**config.mk**
```make
export PLATFORM = sky130hd
export DESIGN_NAME = mult_rr_scheduler
export DESIGN_NICKNAME = d
export VERILOG_FILES = /design/src/rtl/mult_rr_scheduler.sv
export SDC_FILE = /design/constraint.sdc
export NUM_CORES = 1
export LEC_CHECK = 0
export BUFFER_PORTS_ARGS = -buffer_cell sky130_fd_sc_hd__buf_4
export CAP_MARGIN = 20
export CORE_MARGIN = 2
export CORE_UTILIZATION = 50
export DETAILED_ROUTE_END_ITERATION = 16
export PLACE_DENSITY = 0.73
export RECOVER_POWER = 50
export SLEW_MARGIN = 20
export SYNTH_ARGS = -nofsm -noshare
export SYNTH_HDL_FRONTEND = slang
export SYNTH_SLANG_ARGS = --single-unit
export TNS_END_PERCENT = 1
```
**constraint.sdc**
```tcl
create_clock -name i_clk -period 5.3 [get_ports i_clk]
set_input_delay 1.06 -clock i_clk [delete_from_list [all_inputs] [get_ports i_clk]]
set_output_delay 1.06 -clock i_clk [all_outputs]
set_load 0.03 [all_outputs]
```
**src/rtl/mult_rr_scheduler.sv**
```systemverilog
// mult_rr_scheduler: shares one pipelined signed fixed-point multiplier
// among N_REQ requesters. A round-robin arbiter grants one operand pair per
// cycle. A 3-stage multiply / round / saturate pipeline returns each result
// tagged with its requester index. Saturated results are counted.
//
// Ports:
//   i_clk, i_rst_n  clock, async active-low reset
//   i_enable        grant enable; pipeline drains while low
//   i_req_valid     per-requester operand valid
//   i_a, i_b        packed operands, requester k at [k*W +: W]
//   o_req_ready     one-hot grant (combinational)
//   o_res_valid     result strobe, 3 cycles after transfer
//   o_res_data      rounded/saturated product S(NBS,NBFS)
//   o_res_id        originating requester index
//   o_res_sat       result was saturated
//   i_sat_clr       synchronous clear of o_sat_count
//   o_sat_count     saturating count of saturated results
module mult_rr_scheduler #(
    parameter int unsigned N_REQ = 4,
    parameter int unsigned NBA   = 12,
    parameter int unsigned NBFA  = 11,
    parameter int unsigned NBB   = 8,
    parameter int unsigned NBFB  = 6,
    parameter int unsigned NBS   = 10,
    parameter int unsigned NBFS  = 9,
    parameter int unsigned NBC   = 16
) (
    input  logic                            i_clk,
    input  logic                            i_rst_n,
    input  logic                            i_enable,
    input  logic [N_REQ-1:0]                i_req_valid,
    input  logic [N_REQ*NBA-1:0]            i_a,
    input  logic [N_REQ*NBB-1:0]            i_b,
    output logic [N_REQ-1:0]                o_req_ready,
    output logic                            o_res_valid,
    output logic [NBS-1:0]                  o_res_data,
    output logic [$clog2(N_REQ)-1:0]        o_res_id,
    output logic                            o_res_sat,
    input  logic                            i_sat_clr,
    output logic [NBC-1:0]                  o_sat_count
);

    localparam int unsigned IDW = $clog2(N_REQ);
    localparam int unsigned NBP = NBA + NBB;
    localparam int unsigned D   = NBFA + NBFB - NBFS;

    // Representable result range, expressed one bit wider than the product.
    localparam logic signed [NBP:0] R_MAX = (NBP+1)'((64'd1 << (NBS-1)) - 64'd1);
    localparam logic signed [NBP:0] R_MIN = ~R_MAX;

    // ------------------------------------------------------------------
    // Round-robin arbiter
    // ------------------------------------------------------------------
    logic [IDW-1:0]   r_last;
    logic [N_REQ-1:0] w_grant;
    logic [IDW-1:0]   w_gid;
    logic [IDW-1:0]   w_idx;
    logic             w_found;

    // Search last+1 .. last (mod N_REQ); first valid requester wins.
    always_comb begin
        w_grant = '0;
        w_gid   = '0;
        w_idx   = '0;
        w_found = 1'b0;
        for (int unsigned i = 1; i <= N_REQ; i++) begin
            w_idx = IDW'((32'(r_last) + i) % N_REQ);
            if (!w_found && i_enable && i_req_valid[w_idx]) begin
                w_found        = 1'b1;
                w_grant[w_idx] = 1'b1;
                w_gid          = w_idx;
            end
        end
    end

    assign o_req_ready = w_grant;

    // A grant is only ever issued to a valid requester, so found == transfer.
    always_ff @(posedge i_clk or negedge i_rst_n) begin
        if (!i_rst_n) begin
            r_last <= IDW'(N_REQ - 1);
        end else if (w_found) begin
            r_last <= w_gid;
        end
    end

    logic [NBA-1:0] w_a;
    logic [NBB-1:0] w_b;
    assign w_a = i_a[w_gid*NBA +: NBA];
    assign w_b = i_b[w_gid*NBB +: NBB];

    // ------------------------------------------------------------------
    // Stage 1: capture granted operands
    // ------------------------------------------------------------------
    logic                  r_v1;
    logic signed [NBA-1:0] r_a1;
    logic signed [NBB-1:0] r_b1;
    logic [IDW-1:0]        r_id1;

    always_ff @(posedge i_clk or negedge i_rst_n) begin
        if (!i_rst_n) begin
            r_v1  <= 1'b0;
            r_a1  <= '0;
            r_b1  <= '0;
            r_id1 <= '0;
        end else begin
            r_v1 <= w_found;
            if (w_found) begin
                r_a1  <= w_a;
                r_b1  <= w_b;
                r_id1 <= w_gid;
            end
        end
    end

    // ------------------------------------------------------------------
    // Stage 2: full-precision signed product
    // ------------------------------------------------------------------
    logic                  r_v2;
    logic signed [NBP-1:0] r_p2;
    logic [IDW-1:0]        r_id2;

    always_ff @(posedge i_clk or negedge i_rst_n) begin
        if (!i_rst_n) begin
            r_v2  <= 1'b0;
            r_p2  <= '0;
            r_id2 <= '0;
        end else begin
            r_v2 <= r_v1;
            if (r_v1) begin
                r_p2  <= NBP'(r_a1) * NBP'(r_b1);
                r_id2 <= r_id1;
            end
        end
    end

    // ------------------------------------------------------------------
    // Stage 3: round half-up, then saturate
    // ------------------------------------------------------------------
    logic signed [NBP:0] w_pext;
    logic signed [NBP:0] w_r;
    logic                w_sat_hi;
    logic                w_sat_lo;
    logic                w_sat;
    logic [NBS-1:0]      w_data;

    // One guard bit so adding the half-LSB to the largest product cannot wrap.
    assign w_pext = {r_p2[NBP-1], r_p2};

    generate
        if (D > 0) begin : g_round
            localparam logic signed [NBP:0] W_HALF = (NBP+1)'(1) << (D - 1);
            assign w_r = (w_pext + W_HALF) >>> D;
        end else begin : g_noround
            assign w_r = w_pext;
        end
    endgenerate

    assign w_sat_hi = (w_r > R_MAX);
    assign w_sat_lo = (w_r < R_MIN);
    assign w_sat    = w_sat_hi | w_sat_lo;

    always_comb begin
        w_data = w_r[NBS-1:0];
        if (w_sat_hi) begin
            w_data = {1'b0, {(NBS-1){1'b1}}};
        end else if (w_sat_lo) begin
            w_data = {1'b1, {(NBS-1){1'b0}}};
        end
    end

    // Result port holds its last value between strobes.
    always_ff @(posedge i_clk or negedge i_rst_n) begin
        if (!i_rst_n) begin
            o_res_valid <= 1'b0;
            o_res_data  <= '0;
            o_res_id    <= '0;
            o_res_sat   <= 1'b0;
        end else begin
            o_res_valid <= r_v2;
            if (r_v2) begin
                o_res_data <= w_data;
                o_res_id   <= r_id2;
                o_res_sat  <= w_sat;
            end
        end
    end

    // Counts on the same edge that registers a saturated result; clear wins.
    always_ff @(posedge i_clk or negedge i_rst_n) begin
        if (!i_rst_n) begin
            o_sat_count <= '0;
        end else if (i_sat_clr) begin
            o_sat_count <= '0;
        end else if (r_v2 && w_sat && (o_sat_count != '1)) begin
            o_sat_count <= o_sat_count + NBC'(1);
        end
    end

endmodule

```
-- After elaboration in Yosys (flattened, before gate mapping)
Index checks and enable logic that the tools add are counted.
- register bits after elaboration: 78
- input bits: 88
- output and inout bits: 34
- logic and storage cells: 87
- $add $sub $neg: 6
- multiply operators: 2
- magnitude comparators: 10
- equality and inequality tests: 1
- shifts and indexed selects: 2
- mux-type cells: 32
- bitwise operators: 4
- reductions and logical operators: 17
- operator list (operator ; number):
    $shiftx 48x7->12 ; 1
    $mux 16 ; 2
    $shiftx 32x6->8 ; 1
    $add 20x9->21 const B ; 1
    $mul 12x8->20 ; 1
    $mux 10 ; 2
    $add 16x1->16 const B ; 1
    $mux 4 ; 4
    $ne 16x16->1 const B ; 1
    $gt 13x10->1 const B ; 1
    $logic_and 1x1->1 ; 13
    $lt 13x10->1 const B ; 1
    $lt 2x3->1 const B ; 4
    $mux 1 ; 12
    $or 4x4->4 ; 3
    $bmux 1 s2 ; 4
    $demux 1 s2 ; 4
    $ge 2x1->1 const B ; 4
    $mux 2 ; 4
    $add 2x1->2 const B ; 2
    $add 2x2->2 const B ; 2
    $mul 2x2->4 const B ; 1
    $logic_not 1->1 ; 3
    $reduce_bool 2->1 ; 1
    $or 1x1->1 ; 1

-- Logic depth before layout (Yosys ltp)
Gate-level depths: netlist of run 1.
- word-level depth: 19
- gate-level depth with buffers: 17
- depth with buffers taken out: 16

-- Worst setup path before layout of run 1
Ideal clock, no wire load.
- path type: register -> register
- start point: reg r_b1[7]
- end point: reg r_p2[17]
- library setup time: 0.116 ns
- arrival: 4.921 ns
- data required time: 5.184 ns
- path slack: 0.264 ns
- cell stages (with the launch flop): 17
- path buffers: 1
- period minus slack after synthesis: 5.036 ns
- cells stage by stage: dfrtp_1 -> inv_1 -> clkbuf_1 -> nor2_1 -> fa_1 -> fa_1 -> fa_1 -> inv_1 -> fa_1 -> inv_1 -> ha_1 -> or4_1 -> a211oi_1 -> nor2_1 -> a211o_1 -> a2111o_1 -> o311ai_0
- longest elaborated chain between the ends: 1
- RTL lines (item ; RTL line ; RTL):
    start: declaration ; 97 ; logic signed [NBB-1:0] r_b1;
    start signal: assignment ; 110 ; r_b1 <= w_b;
    $mul 12x8->20 ; 131 ; r_p2 <= NBP'(r_a1) * NBP'(r_b1);
    end signal: assignment ; 131 ;
    end: declaration ; 120 ; logic signed [NBP-1:0] r_p2;
No other way between the ends.
A chain may end at the register's enable or synchronous reset.

-- Worst setup path after layout of run 1
- start point: reg r_a1[0]
- end point: reg r_p2[17]
- longest elaborated chain between the ends: 1
- RTL lines (item ; RTL line ; RTL):
    start: declaration ; 96 ; logic signed [NBA-1:0] r_a1;
    start signal: assignment ; 109 ; r_a1 <= w_a;
    $mul 12x8->20 ; 131 ;
No other way between the ends.

==> reports/qor.yml, run 1 <==
status: "finished clean"
syn_inst: 797
timing_worst_slew_pin_value_ns: 0.881
fillerInstances: 1321
clk_latency_ns: 0.35
r2r-start: "r_a1[0]$_DFFE_PN0P_"
mostFrequentLayoutCell: "inv_1"
pin_count: 122
rrSetupSlack_ns: 0.27
async_flop_share_pct: 100
synth-seq-cells: 71
cp_common_cell: "fa_1"
multiInputGateArea_sq_um: 5320
cp-end-kind: "flip-flop"
drc: 0
cp_top_family: "adder cells"
dp.cells: 1077
yosysWarnings: 0
critPathRequiredTime_ns: 5.53
cp.arrival_ns: 5.26
numCtsBuffers: 9
cts_tree: "done"
maxCapViolCount: 0
vias: 5922
path_cells: "nand2b_1 > fa_1 > fa_1 > inv_1 > fa_1 > inv_1 > fa_1 > inv_1 > ha_1 > or4_1 > a211oi_1 > nor2_1 > a211o_1 > a2111o_1 > o311ai_0"
layout.nets: 1110
period_minus_slack_ns: 5.03
setup-tns-final_ns: 0
critPathBufInv: 3
grt_setup_unrepaired: "no"
die-area_sq_um: 16400
syn2layout_area_growth_pct: 17.1
whs_path_depth: 1
fin_ws_ns: 0.273
initial_core_util_pct: 50.8
ff2ff_path_depth: 15
final-seq-area_sq_um: 1780
timing.final.max_slew_violations: 0
htree_num_levels: 3
critPathSlowestCell: "fa_1"
critPathLaunch: "r_a1[0]$_DFFE_PN0P_"
antennaDiodeCount: 0
cp-start-kind: "flip-flop"
routedWlPerCell_um: 14.6
synth_area_per_cell_sq_um: 9.66
dpl.hpwl_um: 12900
min_to: "r_id1[0]$_DFFE_PN0P_"
dr.pass1.iters: 7
slowest_delay_ns: 0.55
fp-row-count: 45
fmax_mhz: 199
clkTransAtPathRegs_ns: 0.06
grt_use_total_pct: 20.8
final_cells: 1093
via_per_inst: 5.42
grt_max_degree: 72
ys.flop_type: "dfrtp_1"
finalClockSkew_ns: 0.0100
ys_seq_area_share_pct: 23.1
hp-class: "reg -> reg"
clock_tree.buffer_depth: 2
ys_types: 60
setup_viol: 0
drtIter0Drc: 303
first_global_vias: 5952
final_cell_mix: "inv_1, buf_4, fa_1"
grt-ovfl-total: 0
clock-sinks: 71
syn-num-nets: 1007
hp-start: "r_id1[0]$_DFFE_PN0P_"
rr_endpoint: "r_p2[17]$_DFFE_PN0P_"
routed_wl_um: 15900
post_cts_buffers: 0
syn_area_sq_um: 7700
die_h_um: 128
gp_congestion: 0.852
portBuffers: 121
drive_above_1_share_pct: 19.9
cts_root_buf: "clkbuf_16"
cp_max_fo: 8
fp.coreArea_sq_um: 15100
antenna_found_initial: 0
synth-edff-count: 0
die_x_um: 128
place_ws_ns: 0.214
slew_headroom_pct: 41.3
period_share_pct: 94.9
criticalPathCategory: "reg -> reg"
drtAntennaViolNets: 0
hold_viol: 0
grt_pass1_wl_um: 27900
hold_ws_ns: 0.482
==> cells by family (layout without fill, tap and decap cells) <==
kind of cell	Yosys count	after routing	share of synthesized area (%)
simple gates	240	240	16.2
buf+inv	157	265	7.98
fa+ha+maj	122	122	27.3
compound gates	111	111	10.8
flops	71	71	23.1
mux	70	70	11.6
xor+xnor	26	26	2.96
==> metrics by stage <==
step,util [%],area (sq um)
final,59.5,9010
after global routing,59.5,9010
after CTS,59.8,9050
after detailed placement,57.8,8750
after global placement,57.8,8750
after floorplan,-,7700
==> worst max-delay path by stage <==
| stage | to | slack, ns | cells after the start |
|---|---|---|---|
| 2_1_floorplan | r_p2[17]$_DFFE_PN0P_ | 0.26 | 16 |
| 3_3_place_gp | r_p2[17]$_DFFE_PN0P_ | 0.28 | 14 |
| 3_5_place_dp | r_p2[17]$_DFFE_PN0P_ | 0.21 | 14 |
| 4_1_cts | r_p2[17]$_DFFE_PN0P_ | 0.20 | 14 |
| 5_1_grt | r_p2[17]$_DFFE_PN0P_ | 0.01 | 15 |
| 6_report | r_p2[17]$_DFFE_PN0P_ | 0.27 | 15 |
==> repair_timing <==
action | CTS | global route
hold buffers | 0 | 0
setup endpoints to repair | 0 | 1
gates resized for setup | 0 | 1
==> layout make-up <==
class	instances	share of cell area, %
Timing Repair Buffer	128	10.2
Clock buffer	10	2.54
Sequential cell	71	19.8
Tap cell	188	2.61
Multi-Input combinational cell	569	59.1
Clock inverter	6	0.763
Inverter	121	5.04
==> cells in the mapped netlist (10+ instances only) <==
cell type | instances | area share [%]
a21o_1 | 10 | 0.97
a21oi_1 | 17 | 1.1
and2_1 | 55 | 4.5
clkbuf_1 | 26 | 1.3
dfrtp_1 | 69 | 22
fa_1 | 77 | 20
ha_1 | 45 | 7.3
inv_1 | 120 | 5.8
mux2_2 | 27 | 3.9
mux2i_1 | 29 | 3.8
nand2_1 | 66 | 3.2
nand3_1 | 21 | 1.4
nor2_1 | 37 | 1.8
nor2b_1 | 10 | 0.81
o21ai_0 | 11 | 0.71
o221ai_1 | 16 | 1.8
xnor2_1 | 18 | 2.0
==> metal layers <==
layer	share of wire [%]	GRT usage (%)	up-vias	wire [um]
met1	46	27.9	2822	7300
met5	0	0	-	0
li1	-	-	2898	-
met4	1.3	5.43	0	210
met2	47	34.7	183	7550
met3	5.6	4.30	19	886
==> state kept, by name (all words and copies together), names as in the netlist, 2 cells and up <==
signal / count
r_last: 2
r_id1: 2
r_a1: 12
o_sat_count: 16
r_b1: 8
r_p2: 13
o_res_id: 2
o_res_data: 10
r_id2: 2
Power of run 1 is not shown: default switching activity piles up to over one toggle a cycle in this logic, so the estimate is an artifact.
==> run 2, diff against run 1 <==
--- a/config.mk
+++ b/config.mk
@@ -12,6 +12,7 @@
 export DETAILED_ROUTE_END_ITERATION = 16
 export PLACE_DENSITY = 0.73
 export RECOVER_POWER = 50
+export SETUP_SLACK_MARGIN = 0.3
 export SLEW_MARGIN = 20
 export SYNTH_ARGS = -nofsm -noshare
 export SYNTH_HDL_FRONTEND = slang
==> reports/qor.yml, run 2 (synthesis gave the netlist of run 1 again) <==
clkTransAtPathRegs_ns: 0.06  # about the same
die-area_sq_um: 16400  # unchanged
ff2ff_path_depth: 15  # unchanged
portBuffers: 121  # unchanged
utilization_pct: 61.2  # +1.7 points
fp-row-count: 45  # unchanged
dr_wl_met3_um: 830  # -6.3%
via_per_inst: 5.38  # -0.74%
biggestRegsByFlops: "o_sat_count: 16 flops, r_p2: 13 flops, r_a1: 12 flops"
timing.final.max_slew_violations: 0  # unchanged
grt-ovfl-total: 0  # unchanged
vias: 6007  # +1.4%
grt_max_degree: 72  # unchanged
mostFrequentLayoutCell: "buf_4"
routed_wl_um: 16400  # +2.6%
rrSetupSlack_ns: 0.45  # +0.18 ns
final_cells: 1117  # +2.2%
dpl.hpwl_um: 12800  # -0.25%
cp-end-kind: "flip-flop"
finalClockSkew_ns: 0.0110  # +0.000944 ns
wl_met1_um: 7570  # +3.7%
drive_above_1_share_pct: 23.9  # +4.0 points
cts_root_buf: "clkbuf_16"
routedWlPerCell_um: 14.6  # +0.39%
cp_max_fo: 5  # -3
setup_viol: 0  # unchanged
gp_congestion: 0.834  # -2.0%
clock_tree.buffer_depth: 2  # unchanged
critPathCapture: "r_p2[17]$_DFFE_PN0P_"
drc: 0  # unchanged
die_x_um: 128  # unchanged
first_global_vias: 5776  # -3.0%
grt_pass1_wl_um: 27300  # -2.1%
fmax_mhz: 206  # +3.8%
grt_use_total_pct: 20.4  # -0.39 points
cp.arrival_ns: 5.08  # -0.18 ns
drtAntennaViolNets: 0  # unchanged
syn2layout_area_growth_pct: 20.4
layout.nets: 1134  # +2.2%
met2_length_um: 7770  # +3.0%
final_cell_mix: "buf_4, inv_1, fa_1"
dr.pass1.iters: 6  # -1
fp.coreArea_sq_um: 15100  # unchanged
regMostFlops: "o_sat_count"
antennaDiodeCount: 0  # unchanged
drtIter0Drc: 384  # +27%
timing_worst_slew_pin_value_ns: 0.943  # +0.0618 ns
slew_headroom_pct: 37.2  # -4.1 points
setup-tns-final_ns: 0  # unchanged
highest-signal-layer: "met4"
maxCapViolCount: 0  # unchanged
critPathLaunch: "r_a1[0]$_DFFE_PN0P_"
grt_setup_unrepaired: "yes"
cts_tree: "done"
critPathRequiredTime_ns: 5.53  # about the same
largest_reg_flops: 16  # unchanged
pin_count: 122  # unchanged
numCtsBuffers: 9  # unchanged
period_share_pct: 91.4  # -3.4 points
clock-sinks: 71  # unchanged
initial_core_util_pct: 50.8  # unchanged
htree_num_levels: 3  # unchanged
r2r-start: "r_a1[0]$_DFFE_PN0P_"
criticalPathCategory: "reg -> reg"
cp-start-kind: "flip-flop"
status: "finished clean"
dp.cells: 1077  # unchanged
die_h_um: 128  # unchanged
hold_viol: 0  # unchanged
rr_endpoint: "r_p2[17]$_DFFE_PN0P_"
clk_latency_ns: 0.34  # about the same
antenna_found_initial: 0  # unchanged
period_minus_slack_ns: 4.85  # -0.182 ns
hp-class: "reg -> reg"
-- run 2: cell count changes in the layout (fill, tap and decap cells not counted), sizes merged --
| cell | previous run | this run |
|---|---|---|
| bufinv | 1 | 2 |
| clkinv | 3 | 1 |
| clkbuf | 20 | 21 |
| inv | 122 | 120 |
| clkinvlp | 1 | 3 |
| buf | 118 | 142 |
-- run 2: area by class of cell --
cell class | instances | area, sq um
inverters | 121 | 454
well taps | 188 | 235
fillers | 1266 | 5880
multi-input cells | 569 | 5360
clock inverters | 5 | 82.6
flip-flops and latches | 71 | 1790
repair buffers | 152 | 1110
clock buffers | 11 | 233
-- run 2: how the worst min path moves through the flow --
| stage | startpoint | end | cells after the start |
|---|---|---|---|
| 6_report | r_id1[1]$_DFFE_PN0P_ | r_id1[1]$_DFFE_PN0P_ | 2 |
| 5_1_grt | o_res_data[0]$_DFFE_PN0P_ | o_res_data[0]$_DFFE_PN0P_ | 1 |
| 4_1_cts | r_id1[1]$_DFFE_PN0P_ | r_id1[1]$_DFFE_PN0P_ | 2 |
| 3_5_place_dp | r_id1[1]$_DFFE_PN0P_ | r_id1[1]$_DFFE_PN0P_ | 2 |
| 3_3_place_gp | r_id1[0]$_DFFE_PN0P_ | r_id1[0]$_DFFE_PN0P_ | 1 |
| 2_1_floorplan | r_v1$_DFF_PN0_ | r_v2$_DFF_PN0_ | 0 |
-- run 2: per-stage QoR --
stage	worst slack (ns)	hold WS (ns)	area (sq um)
floorplan	0.406	0.352	7700
global placement	0.278	0.460	8750
detailed placement	0.139	0.462	8750
CTS	0.303	0.477	9080
global route	0.285	0.495	9270
finish	0.455	0.475	9270
-- run 2: what timing repair did --
| action | in CTS | in global routing |
|---|---|---|
| pin swaps | 1 | 9 |
| endpoints found under the hold margin | 0 | 0 |
| setup endpoints to repair | 3 | 3 |
| hold buffers | 0 | 0 |
| gates resized for setup | 3 | 21 |
| setup buffers | 0 | 24 |
-- run 2: worst max-delay path, stage by stage (launching register included) --
cell      delay (ns)
dfrtp_2         0.42
nand2b_1        0.16
fa_1            0.48
fa_1            0.56
inv_1           0.06
fa_1            0.53
inv_1           0.05
fa_1            0.53
inv_1           0.05
ha_2            0.19
or4_4           0.55
a211oi_4        0.28
nor2_4          0.08
a211o_1         0.34
a2111o_1        0.37
o311ai_1        0.09
-- run 2: metal layers --
layer	track usage [%]	vias to the layer above
met5	0	-
met4	5.04	0
met3	3.55	13
met2	33.6	170
met1	28.3	2876
li1	-	2948
Power of run 2 is left out for the same reason.
